### config.mk
export PLATFORM = sky130hd
export DESIGN_NAME = ras_ctrl
export DESIGN_NICKNAME = d
export VERILOG_FILES = /design/src/rtl/ras_ctrl.sv
export SDC_FILE = /design/constraint.sdc
export NUM_CORES = 1
export LEC_CHECK = 0
export CORE_MARGIN = 5
export CORE_UTILIZATION = 40
export DETAILED_ROUTE_END_ITERATION = 8
export PLACE_DENSITY_LB_ADDON = 0.2
export SLEW_MARGIN = 20
export SYNTH_ARGS = -nofsm -noshare
export SYNTH_HDL_FRONTEND = slang
export SYNTH_SLANG_ARGS = --single-unit
### constraint.sdc
create_clock -name clk -period 6.25 [get_ports clk]
set_input_delay 0.9375 -clock clk [delete_from_list [all_inputs] [get_ports clk]]
set_output_delay 0.9375 -clock clk [all_outputs]
set_load 0.01 [all_outputs]
### src/rtl/ras_ctrl.sv
// Return-address-stack controller: two cached top entries in flops,
// circular pointer with overwrite-oldest, refill/restore via dual-port BRAM.
module ras_ctrl #(
  parameter  int DEPTH = 1024,
  parameter  int WIDTH = 36,
  localparam int ADDR  = $clog2(DEPTH)
) (
  input  logic             clk,
  input  logic             rst,
  input  logic             push,
  input  logic [WIDTH-1:0] push_addr,
  input  logic             pop,
  input  logic             restore_valid,
  input  logic [ADDR-1:0]  restore_tos,
  input  logic [ADDR:0]    restore_count,
  output logic             ready,
  output logic             top_valid,
  output logic [WIDTH-1:0] top_addr,
  output logic [ADDR-1:0]  tos,
  output logic [ADDR:0]    count,
  output logic             overflow,
  output logic             underflow,
  output logic             mem_rea,
  output logic             mem_reb,
  output logic             mem_wea,
  output logic             mem_web,
  output logic [ADDR-1:0]  mem_raddra,
  output logic [ADDR-1:0]  mem_raddrb,
  output logic [ADDR-1:0]  mem_waddra,
  output logic [ADDR-1:0]  mem_waddrb,
  output logic [WIDTH-1:0] mem_wia,
  output logic [WIDTH-1:0] mem_wib,
  input  logic [WIDTH-1:0] mem_doa,
  input  logic [WIDTH-1:0] mem_dob
);

  typedef enum logic [1:0] {
    S_READY,
    S_REFILL,
    S_RESTORE
  } state_e;

  localparam logic [ADDR:0] FULL = (ADDR+1)'(DEPTH);

  state_e           state_q, state_d;
  logic [WIDTH-1:0] top_q, top_d;
  logic [WIDTH-1:0] next_q, next_d;
  logic [ADDR-1:0]  tos_q, tos_d;
  logic [ADDR:0]    count_q, count_d;
  logic             ovf_q, ovf_d;
  logic             unf_q, unf_d;

  logic empty;
  logic do_push;
  logic do_repl;
  logic do_pop;
  logic do_unf;

  assign empty   = (count_q == '0);
  assign do_push = push && (!pop || empty);
  assign do_repl = push && pop && !empty;
  assign do_pop  = !push && pop && !empty;
  assign do_unf  = !push && pop && empty;

  always_comb begin
    state_d    = state_q;
    top_d      = top_q;
    next_d     = next_q;
    tos_d      = tos_q;
    count_d    = count_q;
    ovf_d      = 1'b0;
    unf_d      = 1'b0;
    mem_rea    = 1'b0;
    mem_reb    = 1'b0;
    mem_wea    = 1'b0;
    mem_raddra = '0;
    mem_raddrb = '0;
    mem_waddra = '0;
    mem_wia    = '0;
    if (!rst) begin
      if (restore_valid) begin
        tos_d      = restore_tos;
        count_d    = (restore_count > FULL) ? FULL : restore_count;
        mem_rea    = 1'b1;
        mem_raddra = restore_tos;
        mem_reb    = 1'b1;
        mem_raddrb = restore_tos - ADDR'(1);
        state_d    = S_RESTORE;
      end else begin
        unique case (state_q)
          S_READY: begin
            unique case (1'b1)
              do_push: begin
                mem_wea    = 1'b1;
                mem_waddra = tos_q + ADDR'(1);
                mem_wia    = push_addr;
                tos_d      = tos_q + ADDR'(1);
                next_d     = top_q;
                top_d      = push_addr;
                if (count_q == FULL) ovf_d = 1'b1;
                else count_d = count_q + 1'b1;
              end
              do_repl: begin
                mem_wea    = 1'b1;
                mem_waddra = tos_q;
                mem_wia    = push_addr;
                top_d      = push_addr;
              end
              do_pop: begin
                top_d      = next_q;
                tos_d      = tos_q - ADDR'(1);
                count_d    = count_q - 1'b1;
                mem_reb    = 1'b1;
                mem_raddrb = tos_q - ADDR'(2);
                state_d    = S_REFILL;
              end
              do_unf: unf_d = 1'b1;
              default: ;
            endcase
          end
          S_REFILL: begin
            next_d  = mem_dob;
            state_d = S_READY;
          end
          S_RESTORE: begin
            top_d   = mem_doa;
            next_d  = mem_dob;
            state_d = S_READY;
          end
          default: state_d = S_READY;
        endcase
      end
    end
  end

  always_ff @(posedge clk) begin
    if (rst) begin
      state_q <= S_READY;
      top_q   <= '0;
      next_q  <= '0;
      tos_q   <= ADDR'(DEPTH - 1);
      count_q <= '0;
      ovf_q   <= 1'b0;
      unf_q   <= 1'b0;
    end else begin
      state_q <= state_d;
      top_q   <= top_d;
      next_q  <= next_d;
      tos_q   <= tos_d;
      count_q <= count_d;
      ovf_q   <= ovf_d;
      unf_q   <= unf_d;
    end
  end

  assign ready      = (state_q == S_READY);
  assign top_valid  = ready && !empty;
  assign top_addr   = empty ? '0 : top_q;
  assign tos        = tos_q;
  assign count      = count_q;
  assign overflow   = ovf_q;
  assign underflow  = unf_q;
  assign mem_web    = 1'b0;
  assign mem_waddrb = '0;
  assign mem_wib    = '0;

endmodule

==> results of run 1 <==
## logic make-up (layout without fill, tap and decap cells)
kind of cell               count (synthesis)  in the layout  synth area share (%)
and+or+nand+nor                          322            322                 23.67
AOI/OAI and AO/OA                        192            192                 20.15
buffers and inverters                    137            304                 10.82
DFF                                       97             97                 28.18
muxes                                     76             76                 11.04
xor gates and xnor gates                  35             35                 4.448
adders and majority gates                  9              9                 1.634
other                                      1             47               0.05441
## metrics by stage
step                      cell area [um^2]  power [mW]
final                                 9693       1.993
after global routing                  9693       2.105
after CTS                             9693       2.013
after detailed placement              9368       1.406
after global placement                9368       1.402
after floorplan                       7064       1.143
## path summary, 6_finish.rpt
kind | startpoint | to | slack (ns) | depth (start not counted)
max | push | mem_wia[19] | 1.37 | 5
min | top_q[8] | top_q[8] | 0.50 | 1
max reg2reg | count[4] | next_q[8] | 2.88 | 7
min reg2reg | top_q[8] | top_q[8] | 0.50 | 1
## synth_stat cells, drive strengths merged (2+ instances only)
cell type	instances	area share [%]
a211oi	46	5.0
nand3b	3	0.38
buf	75	7.4
dfxtp	97	28
or3	2	0.18
nand3	20	1.5
and2	75	6.8
nand2b	2	0.18
nor3	11	0.80
xor2	15	1.9
o21ai	47	3.4
a21o	3	0.33
nor4	7	0.64
nor2	93	5.1
o31ai	5	0.94
clkbuf	48	2.6
xnor2	20	2.5
and3	16	1.5
a21oi	20	1.6
ha	9	1.6
or4	7	0.76
a31oi	8	0.94
nand4	8	0.73
and4	4	0.51
o41ai	3	0.38
a22o	39	5.0
nand2	64	3.5
nor4b	3	0.38
nor2b	2	0.18
a221oi	2	0.25
mux2i	76	11
o211ai	2	0.22
a311oi	2	0.25
a21boi	5	0.54
nor3b	3	0.33
inv	14	0.76
## routing by layer
metal  vias up  share of wire (%)  global-route usage [%]
met2       246                 48                   37.95
met3        23                8.5                   7.010
met4         0                1.6                   6.629
met1      3188                 42                   27.12
li1       3410                  -                       -
met5         -                  0                       0
## power by group through the flow
| stage | logic, mW | clock network (mW) | registers [mW] |
|---|---|---|---|
| after floorplan | 0.424 | 0 | 0.719 |
| after global placement | 0.657 | 0 | 0.745 |
| after detailed placement | 0.660 | 0 | 0.745 |
| after CTS | 0.663 | 0.618 | 0.732 |
| after global routing | 0.719 | 0.644 | 0.741 |
| final | 0.657 | 0.603 | 0.733 |
## state kept, by name, indices dropped and copies added, names as in the netlist
| register | count |
|---|---|
| top_q | 36 |
| next_q | 36 |
| overflow | 1 |
| tos | 10 |
| state_q | 2 |
| count | 11 |
| underflow | 1 |
## final cells by class
| class | count | area, um^2 |
|---|---|---|
| fill | 1640 | 7423 |
| multi-input combinational | 681 | 4382 |
| timing repair buffer | 274 | 2710 |
| sequential | 97 | 1942 |
| tap | 225 | 281.5 |
| clock buffer | 12 | 266.5 |
| clock inverter | 4 | 58.81 |
| inverter | 14 | 52.55 |
==> impl_metrics.json, run 1 <==
{
  "max_freq_mhz": 204.9,
  "critPathSlowestCell": "inv_1",
  "dpl_worst_slack_ns": 1.356,
  "ios": 311,
  "io_buffers": 263,
  "setup_violations": 0,
  "postLayoutSetupSlackWorst_ns": 1.370,
  "grt_pass1_vias": 6804,
  "cp.arrival_ns": 3.94,
  "synthCells": 869,
  "die_y_um": 141.3,
  "utilization_pct": 56.63,
  "hold_class": "flop to flop",
  "p_sw_mw": 0.6471,
  "cts_tree": "done",
  "post_cts_buffers": 0,
  "gp_congestion": 0.8466,
  "irDropWorstVdd_v": 0.0001366,
  "die_w_um": 141.3,
  "hold_viol": 0,
  "h-tree-depth": 3,
  "cts_buffer_depth": 2,
  "cp_cell_sequence": "clkdlybuf4s50_1 > nand3_1 > inv_1 > and2_1 > clkdlybuf4s50_1",
  "critical_path_class": "input port to primary output",
  "mostFrequentLayoutCells": "262 x clkdlybuf4s50_1, 97 x dfxtp_1, 93 x nor2_1",
  "p_int_mw": 1.346,
  "finalWirelength_um": 22990,
  "clkTransAtPathRegs_ns": 0.07,
  "antenna_found_initial": 0,
  "rows": 48,
  "root_buffer": "clkbuf_16",
  "dieArea_um2": 19950,
  "grt_setup_unrepaired": "no",
  "cp-start-kind": "input port",
  "postCtsResizedCells": 0,
  "holdWs_ns": 0.4957,
  "grt_overflow": 0,
  "wl_per_cell_um": 17.59,
  "tightest_slew_ns": 0.9665,
  "synthFlopType": "dfxtp_1",
  "start_util_pct": 40.26,
  "grt_max_degree": 73,
  "end_kind": "primary output",
  "slew_violations": 0,
  "syn_area_um2": 6892,
  "crit_path_frequent_cell": "clkdlybuf4s50_1",
  "fin_crit_sh_pct": 78.08,
  "synth_cell_type_count": 59,
  "synthArstFlopShare_pct": 0,
  "place_inst": 1291,
  "synth-warning-count": 0,
  "relSlewSlack_pct": 35.49,
  "vias": 6867,
  "cts_hold_buf": 0,
  "drt_iter0_drc": 380,
  "finalClockSkew_ns": 0.006862,
  "drive_gt1_share_pct": 3.420,
  "cts.sinks": 97,
  "leakagePower_nw": 3.855,
  "max_stage_delay_ns": 0.89,
  "synth-edff-count": 0,
  "remaining_drc_errors": 0,
  "yosysSeqAreaShare_pct": 28.18,
  "grtUsageTotal_pct": 22.34,
  "swShare_pct": 32.47,
  "clock_power_share_pct": 30.3,
  "clock_latency_ns": 0.34,
  "dp_hpwl_um": 16100,
  "nets": 1220,
  "grt_pass1_wl_um": 36070,
  "required_ns": 5.31,
  "diodes": 0,
  "cp_max_fo": 37,
  "syn_avg_cell_area_um2": 7.931,
  "syn2layout_area_growth_pct": 40.65,
  "max_cap_violations": 0,
  "setup_tns_ns": 0,
  "vias_per_cell": 5.254,
  "core-area_um2": 17120,
  "layoutNonFillerInstCount": 1307,
  "period_needed_ns": 4.880,
  "cts-buffers-inserted": 9,
  "antenna_left": 0,
  "final_common_cell": "clkdlybuf4s50_1",
  "worst-path-buf-inv": 3,
  "status": "finished, final reports clean",
  "pwr_density_cell_nw_per_um2": 205.6,
  "crit_family": "buffers and inverters",
  "drt_first_pass_iters": 5,
  "power_frac_seq_pct": 36.8,
  "ys_seq_elements": 97,
  "combPwrFrac_pct": 33.0
}
Power figures use the tool's default switching activity.
==> run 2: changes to the inputs <==
--- a/config.mk
+++ b/config.mk
@@ -6,7 +6,7 @@
 export NUM_CORES = 1
 export LEC_CHECK = 0
 export CORE_MARGIN = 5
-export CORE_UTILIZATION = 40
+export CORE_UTILIZATION = 39
 export DETAILED_ROUTE_END_ITERATION = 8
 export PLACE_DENSITY_LB_ADDON = 0.2
 export SLEW_MARGIN = 20
==> constraint.sdc (replaced) <==
create_clock -name clk -period 4.4 [get_ports clk]
set_input_delay 0.66 -clock clk [delete_from_list [all_inputs] [get_ports clk]]
set_output_delay 0.66 -clock clk [all_outputs]
set_load 0.01 [all_outputs]
==> impl_metrics.json, run 2 (synthesized netlist as in run 1, its figures left out) <==
{
  "antenna_found_initial": 1,
  "cp-start-kind": "flop",
  "cts_buffer_depth": 2,
  "cp_max_fo": 11,
  "core-area_um2": 17300,
  "multi_input_area_um2": 4382,
  "nets": 1224,
  "placed_area_um2": 9398,
  "period_needed_ns": 3.831,
  "fin_crit_sh_pct": 87.07,
  "dp_hpwl_um": 16850,
  "drt_iter0_drc": 372,
  "hold_viol": 0,
  "power_frac_seq_pct": 37.5,
  "grt_overflow": 0,
  "rows": 48,
  "mostFrequentLayoutCells": "262 x clkdlybuf4s50_1, 97 x dfxtp_1, 93 x nor2_1",
  "cts_hold_buf": 0,
  "vias": 6903,
  "max_cap_violations": 0,
  "drive_gt1_share_pct": 3.506,
  "final_common_cell": "clkdlybuf4s50_1",
  "place_inst": 1295,
  "finalClockSkew_ns": 0.008823,
  "irDropWorstVdd_v": 0.0001922,
  "vias_per_cell": 5.273,
  "end_kind": "primary output",
  "p_sw_mw": 0.9186,
  "start_util_pct": 39.84,
  "remaining_drc_errors": 0,
  "design_area_um2": 9681,
  "diodes": 0,
  "h-tree-depth": 3,
  "power_mw": 2.778,
  "leakagePower_nw": 3.845,
  "syn2layout_area_growth_pct": 40.47,
  "required_ns": 3.74,
  "cp.arrival_ns": 3.17,
  "grt_max_degree": 73,
  "io_buffers": 263,
  "slew_violations": 0,
  "drt_first_pass_iters": 5,
  "combPwrFrac_pct": 34.1,
  "ios": 311,
  "root_buffer": "clkbuf_16",
  "antenna_left": 0,
  "clkTransAtPathRegs_ns": 0.07,
  "cts_tree": "done",
  "hold_class": "flop to flop",
  "grt_setup_unrepaired": "no",
  "die_y_um": 142.9,
  "pwr_density_cell_nw_per_um2": 287.0,
  "grt_pass1_vias": 6678,
  "layoutNonFillerInstCount": 1309,
  "finalWirelength_um": 23800,
  "setup_violations": 0,
  "clock_latency_ns": 0.34,
  "regArea_um2": 1942,
  "postCtsResizedCells": 0,
  "post_cts_buffers": 0,
  "fillers": 1654,
  "critical_path_class": "flop to primary output",
  "clock_power_share_pct": 28.4,
  "gp_congestion": 0.9122,
  "swShare_pct": 33.06,
  "wl_per_cell_um": 18.18,
  "p_int_mw": 1.860,
  "status": "finished, final reports clean",
  "max_freq_mhz": 261.0,
  "whs_path_depth": 1,
  "cts-buffers-inserted": 9,
  "reg2reg_depth": 8,
  "grt_pass1_wl_um": 36950,
  "die_w_um": 142.9,
  "setup_tns_ns": 0,
  "dieArea_um2": 20430,
  "cts.sinks": 97,
  "grtUsageTotal_pct": 22.50,
  "tightest_slew_ns": 0.9070,
  "relSlewSlack_pct": 39.54
}
## run 2: cell types whose count changed in the layout (fill, tap and decap cells not counted)
| cell | before | now |
|---|---|---|
| inv_6 | 0 | 1 |
| inv_8 | 1 | 0 |
| clkinv_4 | 2 | 0 |
| clkbuf_1 | 0 | 1 |
| buf_4 | 11 | 15 |
| clkinvlp_4 | 0 | 2 |
| clkbuf_8 | 3 | 0 |
## run 2: layer usage
layer  wire length [um]  global-route usage (%)
met1              10090                   28.29
met2              11240                   37.61
met3               2062                   6.865
met4                395                   5.903
met5                 20                       0
## run 2: power groups by stage
stage                     combinational, mW  clock (mW)  sequential (mW)
after floorplan                       0.603           0             1.02
after global placement                0.943           0             1.06
after detailed placement              0.949           0             1.06
after CTS                             0.953       0.810             1.04
after global routing                   1.04       0.839             1.05
final                                 0.947       0.790             1.04
## run 2: worst paths after layout
path | start | slack, ns | to
max reg2reg | count[4] | 1.00 | next_q[2]
min reg2reg | top_q[5] | 0.50 | top_q[5]
max | count[4] | 0.57 | mem_waddra[3]
min | top_q[5] | 0.50 | top_q[5]
## run 2: metrics by stage
step	setup WS [ns]	util (%)	hold WS (ns)
2_1_floorplan	0.9425	-	0.4551
5_1_grt	0.3784	55.97	0.5155
3_3_place_gp	0.7935	54.33	0.4780
3_5_place_dp	0.7462	54.33	0.4798
4_1_cts	0.5443	55.97	0.4995
6_report	0.5691	55.97	0.4992
## run 2: area by class of cell
type                       instances  area share [%]
multi-input combinational        681           45.26
timing repair buffer             278           28.31
sequential                        97           20.06
tap                              225           2.908
clock buffer                      10           2.365
clock inverter                     4          0.5558
inverter                          14          0.5428
## run 2: critical path: stages, from the launching register on
cell and delay [ns]:
dfxtp_1 0.42, or4_1 0.79, o31ai_4 0.62, nand3_1 0.16, xor2_1 0.17, nor2_1 0.11, clkdlybuf4s50_1 0.55
==> run 3: changes to the inputs <==
--- a/config.mk
+++ b/config.mk
@@ -5,6 +5,7 @@
 export SDC_FILE = /design/constraint.sdc
 export NUM_CORES = 1
 export LEC_CHECK = 0
+export ABC_CLOCK_PERIOD_IN_PS = 4400
 export CORE_MARGIN = 5
 export CORE_UTILIZATION = 39
 export DETAILED_ROUTE_END_ITERATION = 8
==> results of run 3 <==
The final DEF is identical to that of run 2; final timing and power are the same.
==> edit, RTL diff (config.mk and constraints of run 3) <==
The 3 states of `state_e` get a one-hot encoding in 3 bits.
--- a/src/rtl/ras_ctrl.sv
+++ b/src/rtl/ras_ctrl.sv
@@ -34,10 +34,10 @@
   input  logic [WIDTH-1:0] mem_dob
 );
 
-  typedef enum logic [1:0] {
-    S_READY,
-    S_REFILL,
-    S_RESTORE
+  typedef enum logic [2:0] {
+    S_READY   = 3'b001,
+    S_REFILL  = 3'b010,
+    S_RESTORE = 3'b100
   } state_e;
 
   localparam logic [ADDR:0] FULL = (ADDR+1)'(DEPTH);
Check against the original RTL: same outputs for any inputs over 4 cycles, from zero or initial values and one cycle with rst high; so few cycles prove little.
==> edit against run 3 <==
First-iteration DRC count increased by 8.1%; worst hold slack got worse by 0.0070 ns; register-to-register slack improved by 0.04 ns; global-route usage decreased by 0.98 points; worst setup slack got worse by 0.0059 ns; design area increased by 1.8%; power decreased by 3.2%; synthesized cell count increased by 4.8%; sequential cell count increased by 1; routed wire length decreased by 1.0%; core utilization decreased by 0.89 points; via count increased by 1.8%; area after synthesis increased by 2.4%; critical endpoint is now mem_raddrb[9]; largest power group unchanged; highest routed layer is now met4.
==> edit: results (changes against run 3) <==
- Synth area leaders: dfxtp_1 28%, and2_1 7.2%, nor2_1 6.6%, a211oi_2 6.0%, nand2_1 5.9%
- Fraction of cell area in non-clock buffers: 0.282 (-0.000822)
- Crit-path max FO: 8 (-3)
- Number of signal-net inverters in the final layout: 12 (-2)
- Outcome: finished, final reports clean
- Post-synth cell types: 63 (+6.8%)
- Multi-input logic portion of the cell area: 0.458 (+0.00511)
- Final Net Count: 1,266 (+3.4%)
- Clock Skews: 0.00660 ns (-0.00222 ns)
- Maximum number of pins on one net before global-route repair: 52 (-29%)
- Met1 capacity usage during global routing: 0.276 (-0.00660)
- Non-filler instance count after layout: 1,358 (+3.7%)
- Sequential fraction of the synthesis area: 0.278 (-0.00366)
- Final RePlAce weighted congestion: 0.877 (-3.9%)
- Final design utilization: 0.551 (-0.00894)
- First-pass GRT wire length: 36.1 mm (-2.4%)
- Multi-input combinational gate total: 722 (+6.0%)
- Largest stage delay on the critical path: 0.59 ns (-0.20 ns)
- Synthesized instance count: 911 (+4.8%)
- Global-route track usage on met3: 0.0479 (-0.0207)
- Fillcell total: 1,758 (+6.3%)
- Initial antenna violation count: 0 (-1)
- Highest routed metal layer: met4
- Number of buffers other than clock buffers in the final layout: 282 (+1.4%)
- Layout clock buffer count: 11 (+1)
- Via-per-instance ratio: 5.18 (-1.9%)
- Placement-stage worst setup slack: 0.651 ns (-0.0951 ns)
- FF+latch area: 0.00196 mm² (+1.0%)
==> edit: cell count changes in the layout (fill, tap and decap cells not counted), moves of 6 or more <==
cell and delta:
and2_1 +6, mux2i_1 -38, nor2_1 +31, o21ai_1 -6
and3_1 -10, nand2_1 +47, o21ai_0 -25, a211oi_2 +34
a211oi_1 -38, a31oi_1 +34
==> edit: kinds of logic after synthesis <==
| family | share of synthesized area |
|---|---|
| AO/OA/AOI/OAI | 0.223 |
| XOR/XNOR | 0.0484 |
| adder cells (fa/ha/maj) | 0.0124 |
| buffers and inverters | 0.111 |
| flip-flops | 0.278 |
| multiplexers | 0.0539 |
| other | 0.000532 |
| AND/OR/NAND/NOR | 0.273 |
==> edit: worst paths after layout <==
path / from / endpoint / cells after the start
max: tos[1] / mem_raddrb[9] / 9
min: top_q[25] / top_q[25] / 1
max reg2reg: count[5] / count[10] / 9
min reg2reg: top_q[25] / top_q[25] / 1
